### config.mk
export PLATFORM = sky130hd
export DESIGN_NAME = ghost_core_p
export DESIGN_NICKNAME = d
export VERILOG_FILES = /design/src/rtl/ghost_core_p.sv
export SDC_FILE = /design/constraint.sdc
export NUM_CORES = 1
export LEC_CHECK = 0
export BUFFER_PORTS_ARGS = -buffer_cell sky130_fd_sc_hd__clkbuf_2
export CORE_ASPECT_RATIO = 0.7
export CORE_MARGIN = 1
export CORE_UTILIZATION = 55
export CTS_BUF_LIST = sky130_fd_sc_hd__clkbuf_8
export DETAILED_ROUTE_END_ITERATION = 8
export PLACE_DENSITY_LB_ADDON = 0.2
export SETUP_SLACK_MARGIN = 0.3
export SYNTH_ARGS = -nofsm -noshare
export SYNTH_HDL_FRONTEND = slang
export SYNTH_SLANG_ARGS = --single-unit
### constraint.sdc
create_clock -name clock -period 3.01 [get_ports clock]
set_input_delay 0.903 -clock clock [delete_from_list [all_inputs] [get_ports clock]]
set_output_delay 0.903 -clock clock [all_outputs]
set_load 0.01 [all_outputs]
### src/rtl/ghost_core_p.sv
// ghost_core_p: parametrised Ghost Processor execution core.
// Accepts one instruction {op[3:0], rd, a, b} per valid/ready handshake and
// executes it on a NUM_REGS x DATA_W register file. Single-cycle ops write
// back at the end of EXEC. MUL, shifts and rotates iterate one step per cycle
// in ITER, with the remaining step count visible on count.
// Ports:
//   clock, reset       rising-edge clock, synchronous active-low reset
//   data, instr_valid  instruction word and its valid strobe
//   w                  execution enable; low blocks new accepts only
//   instr_ready        core can accept (IDLE and w)
//   done               one-cycle pulse after an instruction completes
//   busy               instruction in flight (EXEC or ITER)
//   reg_values         flattened register file, R0 in the LSBs
//   count              remaining iterations of the current multi-cycle op
//   carry, overflow    ALU flags
module ghost_core_p #(
  parameter int unsigned  DATA_W   = 4,
  parameter int unsigned  NUM_REGS = 4,
  parameter int unsigned  CNT_W    = $clog2(DATA_W + 1),
  localparam int unsigned RA_W     = $clog2(NUM_REGS),
  localparam int unsigned INSTR_W  = 4 + 3 * RA_W
) (
  input  logic                         clock,
  input  logic                         reset,
  input  logic [INSTR_W-1:0]           data,
  input  logic                         instr_valid,
  input  logic                         w,
  output logic                         instr_ready,
  output logic                         done,
  output logic                         busy,
  output logic [NUM_REGS*DATA_W-1:0]   reg_values,
  output logic [CNT_W-1:0]             count,
  output logic                         carry,
  output logic                         overflow
);

  localparam int unsigned PW  = 2 * DATA_W;
  localparam int unsigned MSB = DATA_W - 1;

  localparam logic [3:0] OP_NOP  = 4'd0,  OP_MOVK = 4'd1,  OP_MOVR = 4'd2,
                         OP_INC  = 4'd3,  OP_DECK = 4'd4,  OP_INCK = 4'd5,
                         OP_ADD  = 4'd6,  OP_SUB  = 4'd7,  OP_MUL  = 4'd8,
                         OP_AND  = 4'd9,  OP_OR   = 4'd10, OP_NOT  = 4'd11,
                         OP_SL   = 4'd12, OP_SR   = 4'd13;

  typedef enum logic [1:0] {IDLE = 2'd0, EXEC = 2'd1, ITER = 2'd2} state_t;

  state_t              state_q, state_d;
  logic [INSTR_W-1:0]  ir_q, ir_d;
  logic [DATA_W-1:0]   rf [NUM_REGS];
  logic [DATA_W-1:0]   acc_q, acc_d;
  logic [PW-1:0]       mc_q, mc_d, prod_q, prod_d, prod_step;
  logic [CNT_W-1:0]    count_d, exec_n, n_shift, n_rot;
  logic                wb_en, flag_en, fin, c_d, v_d, accept;
  logic [DATA_W-1:0]   wb_val;

  // Instruction fields and operands (read from the register file in EXEC)
  logic [3:0]          op;
  logic [RA_W-1:0]     f_rd, f_a, f_b;
  logic [DATA_W-1:0]   ra, rb, rv, k_d;
  logic [31:0]         k_ext;

  assign op    = ir_q[INSTR_W-1 -: 4];
  assign f_rd  = ir_q[3*RA_W-1 -: RA_W];
  assign f_a   = ir_q[2*RA_W-1 -: RA_W];
  assign f_b   = ir_q[RA_W-1:0];
  assign ra    = rf[f_a];
  assign rb    = rf[f_b];
  assign rv    = rf[f_rd];
  assign k_d   = DATA_W'({f_a, f_b});
  assign k_ext = 32'(k_d);

  assign n_shift = (k_ext >= 32'(DATA_W)) ? CNT_W'(DATA_W) : CNT_W'(k_ext);
  assign n_rot   = CNT_W'(k_ext % 32'(DATA_W));

  // Add-type and sub-type datapaths with carry/borrow and signed overflow
  logic [DATA_W-1:0] add_x, add_y, sub_x, sub_y;
  logic [DATA_W:0]   sum, diff;
  logic              add_v, sub_v;

  assign add_x = (op == OP_ADD) ? ra : rv;
  assign add_y = (op == OP_INC) ? DATA_W'(1) : ((op == OP_INCK) ? k_d : rb);
  assign sub_x = (op == OP_DECK) ? rv : ra;
  assign sub_y = (op == OP_DECK) ? k_d : rb;
  assign sum   = {1'b0, add_x} + {1'b0, add_y};
  assign diff  = {1'b0, sub_x} - {1'b0, sub_y};
  assign add_v = (add_x[MSB] == add_y[MSB]) && (sum[MSB] != add_x[MSB]);
  assign sub_v = (sub_x[MSB] != sub_y[MSB]) && (diff[MSB] != sub_x[MSB]);

  // One iteration step: acc holds the shifted value, or the MUL multiplier
  logic [DATA_W-1:0] step_acc;
  logic              step_bit;

  always_comb begin
    step_acc = acc_q;
    step_bit = 1'b0;
    case (op)
      OP_SL:   begin step_bit = acc_q[MSB]; step_acc = acc_q << 1; end
      OP_SR:   begin step_bit = acc_q[0];   step_acc = acc_q >> 1; end
      OP_MUL:  step_acc = acc_q >> 1;
      4'd14:   begin step_bit = acc_q[MSB]; step_acc = {acc_q[DATA_W-2:0], acc_q[MSB]}; end
      4'd15:   begin step_bit = acc_q[0];   step_acc = {acc_q[0], acc_q[MSB:1]}; end
      default: ;
    endcase
  end

  assign prod_step = prod_q + (acc_q[0] ? mc_q : '0);

  assign instr_ready = reset && w && (state_q == IDLE);
  assign accept      = instr_valid && instr_ready;

  // Next-state and datapath control
  always_comb begin
    state_d = state_q;
    ir_d    = ir_q;
    count_d = count;
    acc_d   = acc_q;
    mc_d    = mc_q;
    prod_d  = prod_q;
    wb_en   = 1'b0;
    flag_en = 1'b0;
    fin     = 1'b0;
    wb_val  = '0;
    c_d     = 1'b0;
    v_d     = 1'b0;
    exec_n  = '0;
    case (state_q)
      IDLE: begin
        if (accept) begin
          ir_d    = data;
          state_d = EXEC;
        end
      end
      EXEC: begin
        state_d = IDLE;
        fin     = 1'b1;
        wb_en   = 1'b1;
        flag_en = 1'b1;
        case (op)
          OP_NOP:  begin wb_en = 1'b0; flag_en = 1'b0; end
          OP_MOVK: wb_val = k_d;
          OP_MOVR: wb_val = ra;
          OP_INC, OP_INCK, OP_ADD: begin
            wb_val = sum[MSB:0];
            c_d    = sum[DATA_W];
            v_d    = add_v;
          end
          OP_DECK, OP_SUB: begin
            wb_val = diff[MSB:0];
            c_d    = diff[DATA_W];
            v_d    = sub_v;
          end
          OP_MUL:  exec_n = CNT_W'(DATA_W);
          OP_AND:  wb_val = ra & rb;
          OP_OR:   wb_val = ra | rb;
          OP_NOT:  wb_val = ~rv;
          OP_SL, OP_SR: begin wb_val = rv; exec_n = n_shift; end
          default: begin wb_val = rv; exec_n = n_rot; end
        endcase
        // Zero-length shifts/rotates fall through as a rewrite of rd with flags 0
        if (exec_n != '0) begin
          state_d = ITER;
          fin     = 1'b0;
          wb_en   = 1'b0;
          flag_en = 1'b0;
          count_d = exec_n;
          acc_d   = (op == OP_MUL) ? rb : rv;
          mc_d    = PW'(ra);
          prod_d  = '0;
        end
      end
      ITER: begin
        acc_d   = step_acc;
        mc_d    = mc_q << 1;
        prod_d  = prod_step;
        count_d = count - CNT_W'(1);
        if (count == CNT_W'(1)) begin
          state_d = IDLE;
          fin     = 1'b1;
          wb_en   = 1'b1;
          flag_en = 1'b1;
          if (op == OP_MUL) begin
            wb_val = prod_step[MSB:0];
            c_d    = |prod_step[PW-1:DATA_W];
            v_d    = |prod_step[PW-1:DATA_W];
          end else begin
            wb_val = step_acc;
            c_d    = step_bit;
          end
        end
      end
      default: state_d = IDLE;
    endcase
  end

  // State register
  always_ff @(posedge clock) begin
    if (!reset) state_q <= IDLE;
    else        state_q <= state_d;
  end

  // Datapath, register file and status registers; reset aborts any op
  always_ff @(posedge clock) begin
    if (!reset) begin
      ir_q     <= '0;
      acc_q    <= '0;
      mc_q     <= '0;
      prod_q   <= '0;
      count    <= '0;
      done     <= 1'b0;
      busy     <= 1'b0;
      carry    <= 1'b0;
      overflow <= 1'b0;
      for (int unsigned i = 0; i < NUM_REGS; i++) rf[i] <= '0;
    end else begin
      ir_q   <= ir_d;
      acc_q  <= acc_d;
      mc_q   <= mc_d;
      prod_q <= prod_d;
      count  <= count_d;
      done   <= fin;
      busy   <= (state_d != IDLE);
      if (wb_en) rf[f_rd] <= wb_val;
      if (flag_en) begin
        carry    <= c_d;
        overflow <= v_d;
      end
    end
  end

  for (genvar g = 0; g < NUM_REGS; g++) begin : g_flat
    assign reg_values[g*DATA_W +: DATA_W] = rf[g];
  end

endmodule

* Yosys cells after proc, flatten, opt, wreduce, memory -nomap -nowiden
Memories as Yosys holds them, arrays and structs flattened. A register that Yosys moved wholly into a read port is not among the register bits.
Index checks and enable logic that the tools add are counted.
** Cells by class
- Reduce and logical (&&, ||, !) cells :: 22
- Bitwise logic cells :: 3
- Mux-type cells :: 55
- Eq/ne operators :: 23
- Add/sub/neg operators :: 4
- Order comparisons :: 1
** Operators with widths (number)
- $mux 4 :: 10
- $eq 4x4->1 const B :: 8
- $pmux 4 s8 :: 1
- $pmux 8 s2 :: 2
- $mux 8 :: 3
- $mux 2 :: 10
- $eq 4x3->1 const B :: 4
- $pmux 4 s2 :: 2
- $pmux 4 s4 :: 1
- $pmux 1 s2 :: 7
- $mux 1 :: 13
- $reduce_or 2->1 :: 6
- $reduce_or 11->1 :: 1
- $mux 3 :: 3
- $pmux 3 s3 :: 1
- $add 8x8->8 :: 1
- $eq 4x2->1 const B :: 2
- $reduce_or 4->1 :: 2
- $pmux 2 s3 :: 1
- $pmux 3 s2 :: 1
- $add 4x4->5 :: 1
- $logic_and 1x1->1 :: 5
- $sub 4x4->5 :: 1
- $and 4x4->4 :: 1
- 17 further kinds :: 21
** Storage, ports and cells
- Bits in registers :: 39
- Bits in writable memories :: 16
- Memories :: 1
- Logic and storage cells :: 119
- Bits of input ports :: 14
** Memories
- rf :: depth 4, bits a word 4, read ports 7, clocked after memory_dff 3, wr ports 4, RTL line 50 : logic [DATA_W-1:0] rf [NUM_REGS];

* Logic depth before layout (Yosys ltp)
Gate-level depths: netlist of the first run.
- Depth after elaboration :: 12
- Depth in mapped cells :: 15
- Depth with buffers taken out :: 12

* Least setup slack after synthesis of the first run
OpenSTA, ideal clock, no wires.
- Path type :: reg2reg
- From :: register ir_q[6]
- To :: memory rf[1][3], data pin
- Path buffers :: 3
- Clock period less this slack :: 3.082 ns
- Cell stages (with the launch flop) :: 15
- Library setup time :: 0.261 ns
- Required time :: 2.749 ns
- Setup slack :: -0.072 ns
- Data arrival time :: 2.821 ns
- Path through :: dfxtp_1 > buf_2 > buf_4 > buf_2 > nor2b_1 > and2_1 > a21oi_1 > o21ai_0 > ha_1 > a21o_1 > a21oi_1 > xnor2_1 > a2111oi_2 > o22a_1 > nor2_1
** RTL lines
- start: declaration :: RTL line 49 : logic [INSTR_W-1:0] ir_q, ir_d;
- start signal: assignment :: RTL line 216 : ir_q <= ir_d;
- end: declaration :: RTL line 50

==> metrics, run 1 <==
worst r2r src rf[3][0]; Met3 Wirelength 1.66 mm; placed cells 611; TNS Setup -0.668 ns; Worst Hold End mc_q[0]; DRT iter0 DRCs 561; Skew-Pair Late Insertion Delay 0.35 ns; Filler cells 541; crit-path max cell delay 0.55 ns; fraction of registers with async set or reset after synthesis 0; syn_area_per_cell 9.21 um2; Die ar. 8210 um2; PwrDens 409 nW/um2; hold-fix buffer count after cts 0; commonest non-fill, non-tap cell in the layout nand2_1; final setup vio count 12; most frequent cells in the layout 55 x nand2_1, 41 x dfxtp_1, 39 x buf_4; YS warnings 0; ant diodes 0; Initial Util 0.580; Post-Route Utilization 0.703; initial antenna violation count 0; nets@finish 574; min-delay worst type reg2reg; met2 routed WL 5.59 mm; Remaining DRCs 0; Met1 Wirelength 5.70 mm; Placer Congestion 1.11; aggregate global routing overflow 0; Pins Over Slew Limit 0; setup ws final -0.0900 ns; Finished Cell Area 5240 um2; hold_ws 0.474 ns; FP Rows 26; pre-CTS WS -0.203 ns; top routing layer in use met4; Mapped Area 4320 um2; Leakage 2.02 nW; instance area at placement 4770 um2; crit-path cells mux4_2, buf_6, mux2_4, ha_4, fa_2, xor2_1, a2111o_1, a22oi_2, nor2_1; FMAX 323 MHz; status finished, violations left; Max VDD drop 358 uV; Worst-path clk slew 0.08 ns; clk buf depth 2; hold-critical path depth 2; Power Total 2.14 mW; synthesized instance count 469; cells on worst reg2reg path 9; chip width 108 um; Synth Flop Type dfxtp_1; failing checks setup timing; biggest area consumer among synthesized cells dfxtp_1; Startpoint Class flip-flop; Slew headroom 0.442; Seq/Total Area, Yosys 0.320; core box area 7450 um2; clk sinks 61; Ports 38; vias post-DR 4,126; EDFF count, synth 16; clock root buffer clkbuf_8; DRT Wirelength 13.3 mm; WL/cell 20.8 um; crit path max fanout 4; number of synthesized register bits 61; CP required 3.12 ns; Period minus WS final 3.10 ns; Final Hold Viols 0; worst reg-to-reg setup slack -0.09 ns; chip height 76.1 um; Via-to-Cell Ratio 6.46; Overall Global Routing Usage 0.329; Syn-to-layout area delta 21.3%; Setup crit end kind flip-flop; CTS tree yes; Clock Skew 0.0139 ns; CP arrival 3.21 ns; crit path kind reg2reg; period utilization 1.03; Pre-antenna DRT Iters 6; Final Non-Filler Cells 639; RSZ-0062 raised after global routing true; HPWL after DPL 9.73 mm; CTS Buf Count 9; share of the synthesized area in the top cell type 0.209; port buffer count 37; Worst-Margin Slew 0.828 ns; first-pass GRT wire length 20.3 mm; max-cap viol count 0; DRT antenna net count 0; Synth cell types 72; CP max stage cell mux4_2; number of global-route vias before repair 3,767; Hold Crit Start mc_q[0]; RR Endpoint rf[1][2]; syn_nets 507; share of cells above drive strength 1 0.307; synth top area cells dfxtp_1 21%, edfxtp_1 11%, ha_1 6.1%; largest net degree at the start of global routing 29; H-tree depth 3
==> routing by layer <==
metal  track usage  vias to the layer above
met1         0.484                     1929
met4         0.115                        0
li1              -                     1872
met2         0.453                      287
met5             0                        -
met3        0.0984                       38
==> power breakdown <==
part	internal (mW)	switching, mW	leakage [nW]
Sequential	0.868	0.0413	0.533
Clock	0.378	0.328	0.100
Combinational	0.238	0.287	1.39
Total	1.48	0.657	2.02
==> cell usage after synthesis (all sizes together), types with 2 or more instances <==
master / n
xor2: 5
and2: 12
a2bb2oi: 2
nand2: 56
a2111o: 2
nor2: 36
a211oi: 12
nand2b: 4
a2111oi: 4
nand3b: 4
dfxtp: 45
o21a: 4
o211ai: 6
a211o: 2
mux4: 12
a221oi: 2
clkbuf: 9
nor4b: 4
and3: 2
fa: 3
nand3: 5
edfxtp: 16
a22oi: 12
nand4b: 2
xnor2: 8
mux2i: 9
inv: 12
and3b: 3
or3b: 2
a21o: 6
nor3b: 5
mux2: 11
nor2b: 14
a21oi: 37
buf: 17
o21bai: 3
o31ai: 6
nor3: 4
o21ai: 33
ha: 21
a31oi: 2
==> worst max-delay path, delay by kind of cell (launching register included) <==
kind | cells | cell delay [ns]
mux | 2 | 0.83
fa+ha+maj | 2 | 0.51
simple gates | 1 | 0.07
xor+xnor | 1 | 0.16
flops | 1 | 0.44
buf+inv | 1 | 0.14
compound gates | 2 | 0.69
==> final cells by class <==
cell class | count | area, um2 | share of cell area
multi-input cells | 370 | 2930 | 0.559
flip-flops and latches | 61 | 1390 | 0.266
repair buffers | 82 | 554 | 0.106
clock buffers | 9 | 124 | 0.0236
well taps | 98 | 123 | 0.0234
clock inverters | 7 | 68.8 | 0.0131
inverters | 12 | 45.0 | 0.00860
==> what timing repair did <==
action	4_1_cts	5_1_grt
gates resized for setup	13	27
setup buffers	8	4
pin swaps	2	18
setup endpoints to repair	14	18
gates cloned	0	0
==> state kept, by name, summed over array words and instances (netlist names), named ones only <==
name and cells:
rf 16, ir_q 10, mc_q 8, prod_q 8, acc_q 4, count 3
state_q 2, busy 1, carry 1, done 1, overflow 1
==> worst max path at each step <==
stage	startpoint	endpoint	slack [ns]	depth (start not counted)
3_5_place_dp	rf[2][1]	rf[1][3]	-0.20	11
5_1_grt	rf[3][1]	rf[2][3]	-0.15	11
4_1_cts	rf[3][0]	rf[2][2]	-0.01	10
3_3_place_gp	flip-flop	rf[0][3]	-0.16	10
2_1_floorplan	rf[3][1]	rf[1][3]	0.15	11
6_report	rf[3][0]	rf[1][2]	-0.09	9
==> kinds of logic (layout without fill, tap and decap cells) <==
family	count (synthesis)	in the layout	share of synthesized area
AND/OR/NAND/NOR	159	159	0.201
adder cells (fa/ha/maj)	24	24	0.0748
multiplexers	32	32	0.115
buffers and inverters	38	110	0.0403
AO/OA/AOI/OAI	142	142	0.223
XOR/XNOR	13	13	0.0264
flip-flops	61	61	0.320
Power figures use the tool's default switching activity.
==> run 2: changes to the inputs <==
- CORE_UTILIZATION: 55 -> 56
==> run 2 against run 1 <==
Against the previous run: the flow still finishes with violations (setup timing); register-to-register slack barely moved; non-clock buffer count is 5 higher; flip-flop and latch count is the same; global-route usage up 0.82 points; wire length grew 0.78%; sequential share of layout area grew 0.051 points; highest routed layer unchanged.
==> metrics, run 2 (synthesis results as in run 1) <==
Slew headroom 0.304; crit-path cells mux4_2, nor2_2, a21oi_2, nor2_1, a21oi_2, ha_4, fa_2, xor2_2, a2111o_1, a22oi_2, nor2_1; chip width 107 um; Remaining DRCs 0; Buf/Inv on CP 0; PwrDens 415 nW/um2; CP delay by family, top compound AO/OA/AOI/OAI gates; CP startpoint rf[3][0]; most frequent cells in the layout 56 x nand2_1, 48 x buf_4, 41 x dfxtp_1; failing checks setup timing; registers with the most flip-flops rf (16), ir_q (10); Placer Congestion 0.998; period utilization 1.03; first-pass GRT wire length 20.0 mm; RR Endpoint rf[0][2]; Multi-input gate area 2900 um2; flip-flop count of the largest register after layout 16; crit path kind reg2reg; Max VDD drop 334 uV; Startpoint Class flip-flop; cells on worst reg2reg path 11; WL/cell 20.8 um; CP arrival 3.19 ns; Hold Crit Start mc_q[0]; Ports 38; Syn-to-layout area delta 21.1%; Final Hold Viols 0; Die ar. 8070 um2; CTS Buf Count 9; Worst-Margin Slew 1.03 ns; Overall Global Routing Usage 0.338; Setup crit end rf[0][2]; Pre-antenna DRT Iters 7; Worst-path clk slew 0.08 ns; max-cap viol count 0; DRT Wirelength 13.4 mm; ant diodes 0; clock root buffer clkbuf_8; largest net degree at the start of global routing 28; port buffer count 37; crit-path max cell delay 0.54 ns; FP Rows 26; worst reg-to-reg setup slack -0.08 ns; Leakage 2.03 nW; FMAX 324 MHz; final setup vio count 9; Clock Skew 0.0104 ns; Period minus WS final 3.09 ns; Filler cells 530; chip height 75.5 um; DRT antenna net count 0; Initial Util 0.585; status finished, violations left; share of cells above drive strength 1 0.315; CTS tree yes; aggregate global routing overflow 0; vias post-DR 4,178; nets@finish 579; initial antenna violation count 0; number of global-route vias before repair 3,739; clk buf depth 2; CP max stage cell mux4_2; Post-Route Utilization 0.708; clk sinks 61; CP required 3.11 ns; HPWL after DPL 9.86 mm; Most flops, register rf; WP depth 11; RSZ-0062 raised after global routing true; Setup crit end kind flip-flop; Via-to-Cell Ratio 6.49; core box area 7380 um2; commonest non-fill, non-tap cell in the layout nand2_1; Pins Over Slew Limit 0; register area 1390 um2; hold_ws 0.473 ns; crit path max fanout 4; min-delay worst type reg2reg; setup ws final -0.0766 ns; H-tree depth 3; Skew-Pair Late Insertion Delay 0.35 ns; DRT iter0 DRCs 420; worst r2r src rf[3][0]
-- run 2: worst reg2reg max path: cells and delay by family (launching register included) --
family / cells / cell delay, ns
compound gates: 4 / 0.75
xor+xnor: 1 / 0.15
fa+ha+maj: 2 / 0.60
flops: 1 / 0.43
mux: 1 / 0.55
simple gates: 3 / 0.38
-- run 2: power by group --
group | internal (mW) | leakage, nW | switching, mW
Combinational | 0.237 | 1.40 | 0.277
Sequential | 0.867 | 0.533 | 0.0423
Clock | 0.402 | 0.0959 | 0.342
Total | 1.51 | 2.03 | 0.662
-- run 2: worst min path at each step --
stage	endpoint	cells past startpoint
final	mc_q[0]	2
after global routing	overflow	1
after CTS	mc_q[0]	2
after detailed placement	mc_q[0]	2
after global placement	mc_q[0]	2
after floorplan	mc_q[0]	2
-- run 2: repair_timing --
action / 4_1_cts / 5_1_grt
hold endpoints to repair: 0 / 0
hold buffers: 0 / 0
resized for setup: 12 / 20
setup buffers: 12 / 8
setup endpoints to repair: 14 / 18
pin swaps: 8 / 13
-- run 2: area by class of cell --
type                    count  share of cell area
clock buffers              10              0.0263
clock inverters             6              0.0120
inverters                  12             0.00861
well taps                  98              0.0235
multi-input cells         370               0.554
repair buffers             87               0.109
flip-flops and latches     61               0.267
-- run 2: metal layers --
metal / wire [um] / GRT usage / share of wire / vias to the layer above
met5: 0 / 0 / 0 / -
met4: 486 / 0.158 / 0.036 / 0
met3: 1570 / 0.0873 / 0.12 / 50
met2: 5570 / 0.476 / 0.42 / 300
met1: 5790 / 0.485 / 0.43 / 1942
li1: - / - / - / 1886
-- run 2: through the flow --
step | area, um2 | worst slack (ns) | power [mW] | instances | TNS (ns)
after global placement | 4740 | -0.113 | 1.33 | 608 | -0.577
after CTS | 5080 | -0.0183 | 2.11 | 636 | -0.0394
after floorplan | 4330 | 0.154 | 1.20 | 469 | 0
after detailed placement | 4740 | -0.0906 | 1.34 | 608 | -0.653
after global routing | 5230 | -0.174 | 2.25 | 644 | -1.17
final | 5230 | -0.0766 | 2.17 | 644 | -0.306
==> run 3: changes to the inputs <==
- TNS_END_PERCENT: unset -> 50
==> run 3 against run 2 <==
Against the previous run: the flow still finishes with violations (setup timing); via count increased by 1.9%; critical endpoint is now rf[3][2]; critical path type unchanged; sequential power about the same; wire length rose by 3.7%.
==> metrics, run 3 (synthesis results as in run 1) <==
status finished, violations left; failing checks setup timing; CP arrival 3.21 ns; Overall Global Routing Usage 0.345; Final Non-Filler Cells 653; nets@finish 588; port buffer count 37; FMAX 322 MHz; WL/cell 21.3 um; final setup vio count 5; aggregate global routing overflow 0; instance area at placement 4770 um2; flip-flop count of the largest register after layout 16; clk sinks 61; Leakage 2.11 nW; Clock Skew 0.0121 ns; Final Hold Viols 0; share of cells above drive strength 1 0.333; chip height 75.5 um; Startpoint Class flip-flop; min-delay worst type reg2reg; Via-to-Cell Ratio 6.52; FP Rows 26; crit-path max cell delay 0.51 ns; vias post-DR 4,257; first-pass GRT wire length 20.4 mm; HPWL after DPL 10.0 mm; ant diodes 0; Setup crit end kind flip-flop; core box area 7380 um2; DRT antenna net count 0; largest net degree at the start of global routing 28; Initial Util 0.585; Filler cells 513; Syn-to-layout area delta 24.8%; commonest non-fill, non-tap cell in the layout nand2_1; CP max stage cell mux4_2; Max VDD drop 306 uV; CP required 3.11 ns; clk buf depth 2; Slew headroom 0.471; Die ar. 8070 um2; clock root buffer clkbuf_8; Most flops, register rf; Period minus WS final 3.11 ns; Pins Over Slew Limit 0; number of global-route vias before repair 3,819; crit path kind reg2reg; Worst-Margin Slew 0.787 ns; H-tree depth 3; Remaining DRCs 0; Finished Cell Area 5390 um2; RSZ-0062 raised after global routing true; most frequent cells in the layout 56 x nand2_1, 51 x buf_4, 41 x dfxtp_1; initial antenna violation count 0; Pre-antenna DRT Iters 5; placed cells 612; Placer Congestion 1.00; registers with the most flip-flops rf (16), ir_q (10); Skew-Pair Late Insertion Delay 0.35 ns; max-cap viol count 0; crit-path cells mux4_2, buf_4, mux2_2, ha_4, fa_2, xor2_1, a2111o_1, a32o_1; CTS tree yes; crit path max fanout 4; PwrDens 426 nW/um2; Worst-path clk slew 0.08 ns; setup ws final -0.0951 ns; chip width 107 um; DRT iter0 DRCs 468; Ports 38; period utilization 1.03; DRT Wirelength 13.9 mm; CTS Buf Count 9
## run 3: cell count changes in the layout (fill, tap and decap cells not counted), sizes merged
| cell | before | now |
|---|---|---|
| clkbuf | 47 | 46 |
| clkinv | 3 | 2 |
| bufinv | 1 | 2 |
| clkinvlp | 2 | 0 |
| buf | 50 | 59 |
| inv | 12 | 15 |
## run 3: area by class of cell
| class | count | area [um2] | area share |
|---|---|---|---|
| Tap cell | 98 | 123 | 0.0227 |
| Inverter | 12 | 45.0 | 0.00836 |
| Clock inverter | 7 | 98.8 | 0.0183 |
| Clock buffer | 9 | 124 | 0.0230 |
| Timing Repair Buffer | 96 | 658 | 0.122 |
| Sequential cell | 61 | 1400 | 0.259 |
| Multi-Input combinational cell | 370 | 2950 | 0.546 |
## run 3: critical path: cells and delay by family (launching register included)
| family | cells | cell delay [ns] |
|---|---|---|
| flip-flops | 1 | 0.43 |
| buffers and inverters | 1 | 0.16 |
| XOR/XNOR | 1 | 0.17 |
| multiplexers | 2 | 0.79 |
| adder cells (fa/ha/maj) | 2 | 0.53 |
| AO/OA/AOI/OAI | 2 | 0.78 |
## run 3: worst paths after layout
kind | start | to | slack, ns | depth (start not counted)
worst max-delay path | rf[2][0] | rf[3][2] | -0.1 | 8
worst min-delay path | overflow | overflow | 0.49 | 1
worst max register to register | rf[2][0] | rf[3][2] | -0.1 | 8
worst min register to register | overflow | overflow | 0.49 | 1
## run 3: per-layer routing
layer / GRT usage / wire length (um)
met1: 0.491 / 6250
met2: 0.487 / 5890
met3: 0.115 / 1520
met4: 0.132 / 253
met5: 0 / 0
## run 3: report_power, final
part	leakage [nW]	internal [mW]	switching, mW
logic	1.47	0.259	0.284
registers	0.534	0.866	0.0415
clock network	0.116	0.472	0.375
total	2.11	1.60	0.701
## run 3: repair_timing
action / CTS / global route
setup buffers: 14 / 11
hold buffers: 0 / 0
setup endpoints to repair: 14 / 28
pin swaps: 8 / 27
resized for setup: 16 / 35
endpoints found under the hold margin: 0 / 0
## run 3: metrics by stage
| step | TNS [ns] | utilization | hold slack (ns) | total power [mW] | setup WS [ns] |
|---|---|---|---|---|---|
| floorplan | 0 | - | 0.440 | 1.20 | 0.154 |
| global placement | -0.155 | 0.646 | 0.466 | 1.33 | -0.0426 |
| detailed placement | -0.471 | 0.646 | 0.468 | 1.34 | -0.0928 |
| CTS | 0 | 0.701 | 0.494 | 2.23 | 0.0337 |
| global route | -0.977 | 0.730 | 0.505 | 2.37 | -0.144 |
| finish | -0.298 | 0.730 | 0.494 | 2.30 | -0.0951 |
